===== config.mk =====
export PLATFORM = sky130hd
export DESIGN_NAME = dmem_mmio_bridge
export DESIGN_NICKNAME = d
export VERILOG_FILES = /design/src/rtl/dmem_mmio_bridge.sv
export SDC_FILE = /design/constraint.sdc
export NUM_CORES = 1
export LEC_CHECK = 0
export CELL_PAD_IN_SITES_DETAIL_PLACEMENT = 0
export CELL_PAD_IN_SITES_GLOBAL_PLACEMENT = 1
export CORE_MARGIN = 3
export CORE_UTILIZATION = 40
export DETAILED_ROUTE_END_ITERATION = 12
export PLACE_DENSITY_LB_ADDON = 0.25
export SLEW_MARGIN = 20
export SYNTH_ARGS = -nofsm -noshare
export SYNTH_HDL_FRONTEND = slang
export SYNTH_SLANG_ARGS = --single-unit
export TNS_END_PERCENT = 20

===== constraint.sdc =====
create_clock -name clk -period 5.8 [get_ports clk]
set_input_delay 1.45 -clock clk [delete_from_list [all_inputs] [get_ports clk]]
set_output_delay 1.45 -clock clk [all_outputs]
set_load 0.1 [all_outputs]

===== src/rtl/dmem_mmio_bridge.sv =====
// Data-port bridge: decodes RAM / MMIO / unmapped accesses.
// MMIO block holds LEDs, a cycle counter and a console TX FIFO.
module dmem_mmio_bridge #(
  parameter int          RAM_BYTES  = 512,
  parameter logic [31:0] MMIO_BASE  = 32'h0000_1000,
  parameter int          FIFO_DEPTH = 4
) (
  input  logic        clk,
  input  logic        rst,
  input  logic        MemRead,
  input  logic        MemWrite,
  input  logic [31:0] dAddress,
  input  logic [31:0] dWriteData,
  output logic [31:0] dReadData,
  output logic        ram_we,
  output logic [8:0]  ram_addr,
  output logic [31:0] ram_din,
  input  logic [31:0] ram_dout,
  output logic [7:0]  leds,
  output logic [7:0]  tx_data,
  output logic        tx_valid,
  input  logic        tx_ready,
  output logic        mmio_err
);

  localparam int          PW       = $clog2(FIFO_DEPTH);
  localparam logic [31:0] RAM_TOP  = 32'(RAM_BYTES);
  localparam logic [31:0] MMIO_TOP = MMIO_BASE + 32'd16;
  localparam logic [3:0]  DEPTH    = 4'(FIFO_DEPTH);

  localparam logic [1:0] OFF_LED  = 2'd0;
  localparam logic [1:0] OFF_CYC  = 2'd1;
  localparam logic [1:0] OFF_TX   = 2'd2;
  localparam logic [1:0] OFF_STAT = 2'd3;

  typedef enum logic [1:0] {
    SEL_NONE = 2'd0,
    SEL_RAM  = 2'd1,
    SEL_MMIO = 2'd2
  } sel_e;

  logic [31:0] r_cycle;
  logic [7:0]  r_leds;
  sel_e        r_sel;
  logic [31:0] r_mdata;
  logic [31:0] r_last;
  logic        r_pend;
  logic        r_err;
  logic [7:0]  r_fifo [FIFO_DEPTH];
  logic [PW-1:0] r_wp;
  logic [PW-1:0] r_rp;
  logic [3:0]  r_cnt;
  logic        r_ovf;

  logic        w_ram;
  logic        w_mmio;
  logic        w_unm;
  logic        w_req;
  logic [1:0]  w_off;
  logic        w_wr_led;
  logic        w_push;
  logic        w_rd_stat;
  logic        w_pop;
  logic        w_full;
  logic        w_empty;
  logic        w_accept;
  logic [31:0] w_mdata;
  logic [31:0] w_fresh;

  assign w_ram  = dAddress < RAM_TOP;
  assign w_mmio = (dAddress >= MMIO_BASE) &&
                  (dAddress < MMIO_TOP) &&
                  (dAddress[1:0] == 2'b00);
  assign w_unm  = !w_ram && !w_mmio;
  assign w_req  = MemRead | MemWrite;
  assign w_off  = dAddress[3:2] - MMIO_BASE[3:2];

  assign w_wr_led  = MemWrite & w_mmio & (w_off == OFF_LED);
  assign w_push    = MemWrite & w_mmio & (w_off == OFF_TX);
  assign w_rd_stat = MemRead & w_mmio & (w_off == OFF_STAT);

  assign ram_addr = dAddress[8:0];
  assign ram_din  = dWriteData;
  assign ram_we   = MemWrite & w_ram;

  assign w_empty  = (r_cnt == 4'd0);
  assign w_full   = (r_cnt == DEPTH);
  assign tx_valid = !w_empty;
  assign tx_data  = r_fifo[r_rp];
  assign w_pop    = tx_valid & tx_ready;
  assign w_accept = w_push & (~w_full | w_pop);

  assign leds     = r_leds;
  assign mmio_err = r_err;

  // MMIO read data as seen before this edge's updates
  always_comb begin
    w_mdata = 32'd0;
    unique case (w_off)
      OFF_LED:  w_mdata = {24'd0, r_leds};
      OFF_CYC:  w_mdata = r_cycle;
      OFF_TX:   w_mdata = 32'd0;
      OFF_STAT: w_mdata = {25'd0, r_cnt, r_ovf,
                           w_empty, w_full};
      default:  w_mdata = 32'd0;
    endcase
  end

  // Load data for the read captured on the previous edge
  always_comb begin
    w_fresh = 32'd0;
    unique case (r_sel)
      SEL_RAM:  w_fresh = ram_dout;
      SEL_MMIO: w_fresh = r_mdata;
      default:  w_fresh = 32'd0;
    endcase
  end

  assign dReadData = r_pend ? w_fresh : r_last;

  // Free-running cycle counter
  always_ff @(posedge clk or negedge rst) begin
    if (!rst) r_cycle <= 32'd0;
    else      r_cycle <= r_cycle + 32'd1;
  end

  // LED register
  always_ff @(posedge clk or negedge rst) begin
    if (!rst)          r_leds <= 8'd0;
    else if (w_wr_led) r_leds <= dWriteData[7:0];
  end

  // Capture region and MMIO data; latch last result for hold
  always_ff @(posedge clk or negedge rst) begin
    if (!rst) begin
      r_sel   <= SEL_NONE;
      r_mdata <= 32'd0;
      r_pend  <= 1'b0;
      r_last  <= 32'd0;
    end else begin
      r_pend <= MemRead;
      if (r_pend) r_last <= w_fresh;
      if (MemRead) begin
        r_sel   <= w_ram  ? SEL_RAM :
                   w_mmio ? SEL_MMIO : SEL_NONE;
        r_mdata <= w_mdata;
      end
    end
  end

  // One-cycle error pulse on unmapped or misaligned access
  always_ff @(posedge clk or negedge rst) begin
    if (!rst) r_err <= 1'b0;
    else      r_err <= w_req & w_unm;
  end

  // FIFO storage; contents are don't-care while empty
  always_ff @(posedge clk) begin
    if (w_accept) r_fifo[r_wp] <= dWriteData[7:0];
  end

  // FIFO pointers and occupancy
  always_ff @(posedge clk or negedge rst) begin
    if (!rst) begin
      r_wp  <= '0;
      r_rp  <= '0;
      r_cnt <= 4'd0;
    end else begin
      if (w_accept) r_wp <= r_wp + 1'b1;
      if (w_pop)    r_rp <= r_rp + 1'b1;
      unique case ({w_accept, w_pop})
        2'b10:   r_cnt <= r_cnt + 4'd1;
        2'b01:   r_cnt <= r_cnt - 4'd1;
        default: r_cnt <= r_cnt;
      endcase
    end
  end

  // Sticky overflow; a new overflow beats a STATUS-read clear
  always_ff @(posedge clk or negedge rst) begin
    if (!rst)                          r_ovf <= 1'b0;
    else if (w_push & w_full & ~w_pop) r_ovf <= 1'b1;
    else if (w_rd_stat)                r_ovf <= 1'b0;
  end

endmodule


==> flow_metrics.env, run 1 <==
export IMPL_use_met2_pct=28.2
export IMPL_fmaxAchievable_mhz=208
export IMPL_clock_skew_ns=0.00519
export IMPL_cts_sinks=149
export IMPL_ir_worst_vdd_uv=216
export IMPL_end_kind="output pin"
export IMPL_synth_xor_area_share_pct=4.96
export IMPL_yosys_register_bits=149
export IMPL_tightest_slew_ns=1.06
export IMPL_ctsRootBufferMaster="clkbuf_16"
export IMPL_clk_pin_slew_ns=0.06
export IMPL_grt_total_usage_pct=18.3
export IMPL_grt_pass1_wl_mm=26.0
export IMPL_drc=0
export IMPL_synth_area_top_cells="dfrtp_1 44%, edfxtp_1 14%, buf_4 4.6%"
export IMPL_coreArea_mm2=0.0162
export IMPL_synth_cells=552
export IMPL_total_power_mw=2.86
export IMPL_hp_class="flop to flop"
export IMPL_synth_area_mm2=0.00672
export IMPL_synth_commonest_cells="117 x dfrtp_1, 44 x inv_1, 41 x buf_4"
export IMPL_synth_edf_count=32
export IMPL_outcome="completed"
export IMPL_rows=46
export IMPL_initial_core_util_pct=41.5
export IMPL_top_usage_layer="met2"
export IMPL_cts_htree_levels=4
export IMPL_post_cts_buffers=0
export IMPL_ys_warnings_count=0
export IMPL_diodes=0
export IMPL_synth_seq_area_share_pct=57.9
export IMPL_synth_top_cell_area_share_pct=43.6
export IMPL_holdBufCountCts=0
export IMPL_synth_compound_area_share_pct=12.3
export IMPL_nFillCells=1405
export IMPL_async_flop_share_pct=78.5
export IMPL_synth_simple_area_share_pct=8.53
export IMPL_worstPathRequired_ns=4.35
export IMPL_tritoncts="done"
export IMPL_max_slew_margin_pct=29.2
export IMPL_drt_wl_total_mm=16.3
export IMPL_critPathLaunchType="input port"
export IMPL_io_pins=193
export IMPL_routabilityCongestion=0.770
export IMPL_yosysMostFrequentCell="dfrtp_1"
export IMPL_via_per_inst=5.24
export IMPL_dr_pass1_iters=5
export IMPL_leakage_nw=3.57
export IMPL_die_area_mm2=0.0184
export IMPL_rsz0062_at_grt="no"
export IMPL_grt_start_max_net_pins=68
export IMPL_antenna_found_initial=0
export IMPL_synth_area_per_cell_um2=12.2
export IMPL_min_path_cells=1
export IMPL_synth_top_family_by_area="compound AO/OA/AOI/OAI gates"
export IMPL_synth_ff_type="dfrtp_1"
export IMPL_dr_total_vias=4626
export IMPL_setup_violations_final=0
export IMPL_die_x_um=136
export IMPL_area_growth_pct=27.5
export IMPL_hold_viol_final=0
export IMPL_overflow=0
export IMPL_first_iter_violations=343
export IMPL_synth_nets=663
export IMPL_dieHeight_um=136
export IMPL_ant_nets=0
export IMPL_gr_usage_met3_pct=4.38
export IMPL_rr_worst_depth=11
export IMPL_cp_max_fo=7
export IMPL_fin_crit_ns=4.80
export IMPL_ys_types=48
export IMPL_yosys_area_share_adder_pct=1.86
export IMPL_final_nets=764
export IMPL_clockBufferDepth=2
export IMPL_min_period_over_period_pct=82.8
export IMPL_cts_made_buffers=17
export IMPL_synth_area_leader_cell="dfrtp_1"
export IMPL_finalSetupTns_ns=0
export IMPL_insertion_delay_ns=0.42
export IMPL_synth_mux_area_share_pct=5.77
export IMPL_avgRoutedWirePerCell_um=18.5
export IMPL_use_met1_pct=25.7
export IMPL_maxCapViolCount=0
export IMPL_numPortBuffers=144
export IMPL_grt_pass1_vias=4680
export IMPL_finalMaxSlewViolations=0
export IMPL_powerDensity_mw_per_mm2=334
export IMPL_post_dp_hpwl_mm=11.5
export IMPL_critPathArrivalTime_ns=3.35
export IMPL_path_class="input port to output pin"
export IMPL_drive_gt1_share_pct=17.0
export IMPL_cts_resized=0
[power by group]
part / total [mW] / internal [mW] / switching (mW)
clock: 1.11 / 0.645 / 0.460
sequential: 1.16 / 1.10 / 0.0617
combinational: 0.596 / 0.204 / 0.392
total: 2.86 / 1.95 / 0.914
[logic make-up (layout without fill, tap and decap cells)]
group / count (synthesis) / count (layout)
AND/OR/NAND/NOR: 101 / 101
adder cells (fa/ha/maj): 10 / 10
buffers and inverters: 114 / 228
multiplexers: 27 / 27
AO/OA/AOI/OAI: 113 / 113
XOR/XNOR: 38 / 38
flip-flops: 149 / 149
[worst paths after layout]
| path | startpoint | to | slack, ns |
|---|---|---|---|
| max | dAddress[25] | ram_we | 1.0 |
| min | r_cycle[31] | r_cycle[31] | 0.47 |
| max reg2reg | r_cnt[0] | r_cnt[2] | 3.06 |
| min reg2reg | r_cycle[31] | r_cycle[31] | 0.47 |
| max in group asynchronous | rst | r_last[22] | 3.49 |
| min in group asynchronous | rst | leds[3] | 1.14 |
[flip-flops by register name, summed over array words and instances, names as in the netlist]
name	count
r_rp	2
r_pend	1
r_fifo	32
r_ovf	1
leds	8
r_sel	2
mmio_err	1
r_cycle	32
r_cnt	4
r_last	32
r_wp	2
r_mdata	32
[cells in the final DEF (no fill, tap or decap), types with 5 or more instances in the layout]
cell type        instances
xor2_1                  18
clkdlybuf4s50_1        100
edfxtp_1                32
a22oi_1                 33
a21oi_1                  6
nor4_1                  10
nand3_1                 12
ha_1                    10
nor3_1                  10
mux2i_1                  8
a22o_1                  24
inv_1                   44
nor2_1                  19
clkbuf_16               17
and4_1                   6
xnor2_1                 20
dfrtp_1                117
clkinvlp_4               5
o22ai_1                 33
buf_4                   51
nand2_1                 15
mux2_2                  10
mux4_2                   8
nand4_1                  6
[metal layers]
| layer | share of wire (%) | wire length [um] | vias up |
|---|---|---|---|
| met1 | 46 | 7570 | 2248 |
| met3 | 6.1 | 996 | 38 |
| met4 | 1.4 | 231 | 0 |
| li1 | - | - | 2184 |
| met5 | 0 | 0 | - |
| met2 | 46 | 7480 | 156 |
[worst max-delay path, stage by stage]
cell and delay (ns):
clkdlybuf4s50_1 0.42, nor4_1 0.40, nand4_2 0.35, nor4b_2 0.38, buf_4 0.34
[area by class of cell]
cell class              count  area (um2)  area share (%)
clock buffers              17         425            4.97
inverters                  45         169            1.97
repair buffers            151        1380            16.2
clock inverters            15         173            2.02
flip-flops and latches    149        3890            45.4
well taps                 216         270            3.16
multi-input cells         289        2250            26.3
[metrics by stage]
stage          cell area (um2)  hold slack (ns)  worst slack, ns  util [%]  instances
3_5_place_dp              7970            0.462            0.929      49.3        850
6_report                  8560            0.468            0.999      53.0        882
2_1_floorplan             6720            0.442            0.542         -        552
4_1_cts                   8560            0.472            0.923      53.0        882
5_1_grt                   8560            0.494            0.857      53.0        882
3_3_place_gp              7970            0.463             1.03      49.3        850
(Power assumes the default switching activity.)
==> run 2: changes to the inputs <==
Settings changed: CORE_UTILIZATION 40 to 34.
Clock period 5.8 ns to 4.17 ns, I/O delays scaled along.
==> flow_metrics.env, run 2 (synthesized netlist as in run 1, its figures left out) <==
export IMPL_outcome="completed"
export IMPL_post_dp_hpwl_mm=11.9
export IMPL_leakage_nw=3.71
export IMPL_hp_class="flop to flop"
export IMPL_io_pins=193
export IMPL_critPathArrivalTime_ns=2.72
export IMPL_gr_usage_met3_pct=4.16
export IMPL_ctsRootBufferMaster="clkbuf_16"
export IMPL_die_x_um=147
export IMPL_clk_pin_slew_ns=0.06
export IMPL_tightest_slew_ns=1.01
export IMPL_fin_ws_ns=0.404
export IMPL_overflow=0
export IMPL_coreArea_mm2=0.0191
export IMPL_cts_htree_levels=4
export IMPL_insertion_delay_ns=0.42
export IMPL_fmaxAchievable_mhz=266
export IMPL_path_class="input port to output pin"
export IMPL_antenna_found_initial=0
export IMPL_layout_common_cells="117 x dfrtp_1, 85 x clkdlybuf4s50_1, 44 x inv_1"
export IMPL_r2r_slack_ns=1.48
export IMPL_diodes=0
export IMPL_rsz0062_at_grt="no"
export IMPL_ir_worst_vdd_uv=313
export IMPL_grt_total_usage_pct=16.0
export IMPL_regArea_mm2=0.00389
export IMPL_worstPathRequired_ns=3.13
export IMPL_post_place_ws_ns=0.252
export IMPL_area_growth_pct=34.5
export IMPL_rows=50
export IMPL_hold_slack_ns=0.482
export IMPL_top_usage_layer="met2"
export IMPL_numPortBuffers=144
export IMPL_clockBufferDepth=2
export IMPL_use_met1_pct=22.0
export IMPL_ant_nets=0
export IMPL_max_slew_margin_pct=32.6
export IMPL_critical_path_slowest_cell="clkdlybuf4s50_1"
export IMPL_cts_made_buffers=17
export IMPL_via_per_inst=5.02
export IMPL_dr_total_vias=4661
export IMPL_clock_skew_ns=0.00907
export IMPL_end_kind="output pin"
export IMPL_holdBufCountCts=0
export IMPL_final_nets=767
export IMPL_mostFrequentLayoutCell="dfrtp_1"
export IMPL_die_area_mm2=0.0215
export IMPL_cp_max_fo=7
export IMPL_grt_pass1_vias=4860
export IMPL_setup_violations_final=0
export IMPL_drive_gt1_share_pct=19.4
export IMPL_initial_core_util_pct=35.2
export IMPL_routabilityCongestion=0.748
export IMPL_grt_pass1_wl_mm=27.4
export IMPL_dieHeight_um=147
export IMPL_nFillCells=1706
export IMPL_cts_sinks=149
export IMPL_post_cts_buffers=0
export IMPL_critPathLaunchType="input port"
export IMPL_drc=0
export IMPL_fin_crit_ns=3.77
export IMPL_maxCapViolCount=0
export IMPL_use_met2_pct=25.2
export IMPL_finalSetupTns_ns=0
export IMPL_cp_cell_sequence="clkdlybuf4s50_1, nor4_1, nand4_2, nor4b_4, buf_12"
export IMPL_grt_start_max_net_pins=63
export IMPL_dr_pass1_iters=4
export IMPL_multi_input_comb_area_mm2=0.00226
export IMPL_first_iter_violations=239
export IMPL_powerDensity_mw_per_mm2=434
export IMPL_cts_resized=0
export IMPL_drt_wl_total_mm=16.9
export IMPL_tritoncts="done"
export IMPL_slowest_delay_ns=0.40
export IMPL_finalMaxSlewViolations=0
export IMPL_min_period_over_period_pct=90.3
export IMPL_avgRoutedWirePerCell_um=18.2
export IMPL_hold_viol_final=0
run 2: cell count changes in the layout (fill, tap and decap cells not counted), sizes merged:
cell / previous run / this run
bufinv: 2 / 1
buf: 51 / 69
clkdlybuf4s50: 100 / 85
clkinvlp: 5 / 4
clkinv: 2 / 4
run 2: path summary, 6_finish.rpt:
kind                                    end    startpoint  cells after the start
worst max-delay path                 ram_we  dAddress[24]                      5
worst min-delay path            r_cycle[31]   r_cycle[31]                      1
worst max register to register     r_cnt[2]      r_cnt[1]                      9
worst min register to register  r_cycle[31]   r_cycle[31]                      1
max in group asynchronous           leds[5]           rst                      2
min in group asynchronous        r_last[14]           rst                      1
run 2: cell type report:
type                       count  area share, %
clock buffer                  17           4.71
clock inverter                15           1.62
inverter                      45           1.87
multi-input combinational    289           25.0
sequential                   149           43.0
tap                          260           3.60
timing repair buffer         154           20.1
run 2: layer usage:
layer,wire length [um],vias to the layer above
li1,-,2185
met3,840,31
met2,7970,134
met5,0,-
met1,7840,2311
met4,271,0
run 2: metrics by stage:
step / util [%] / power [mW] / area [um2] / std cells
after global routing: 47.4 / 4.07 / 9030 / 929
after detailed placement: 44.4 / 2.48 / 8460 / 897
after global placement: 44.4 / 2.46 / 8460 / 897
after CTS: 47.4 / 3.96 / 9030 / 929
after floorplan: - / 2.35 / 6730 / 552
final: 47.4 / 3.92 / 9030 / 929
run 2: power by group:
group	switching [mW]	internal (mW)	total (mW)
Clock	0.640	0.835	1.47
Sequential	0.0918	1.53	1.62
Combinational	0.548	0.275	0.823
Total	1.28	2.64	3.92
run 2: critical path, delay by kind of cell:
family | cells | cell delay [ns]
buf+inv | 2 | 0.61
simple gates | 3 | 1.06
==> run 3: changes to the inputs <==
Settings changed: CTS_BUF_LIST set to sky130_fd_sc_hd__clkbuf_16.
==> results of run 3 <==
Same layout as run 2: the final DEF is identical, and so are final timing and power.
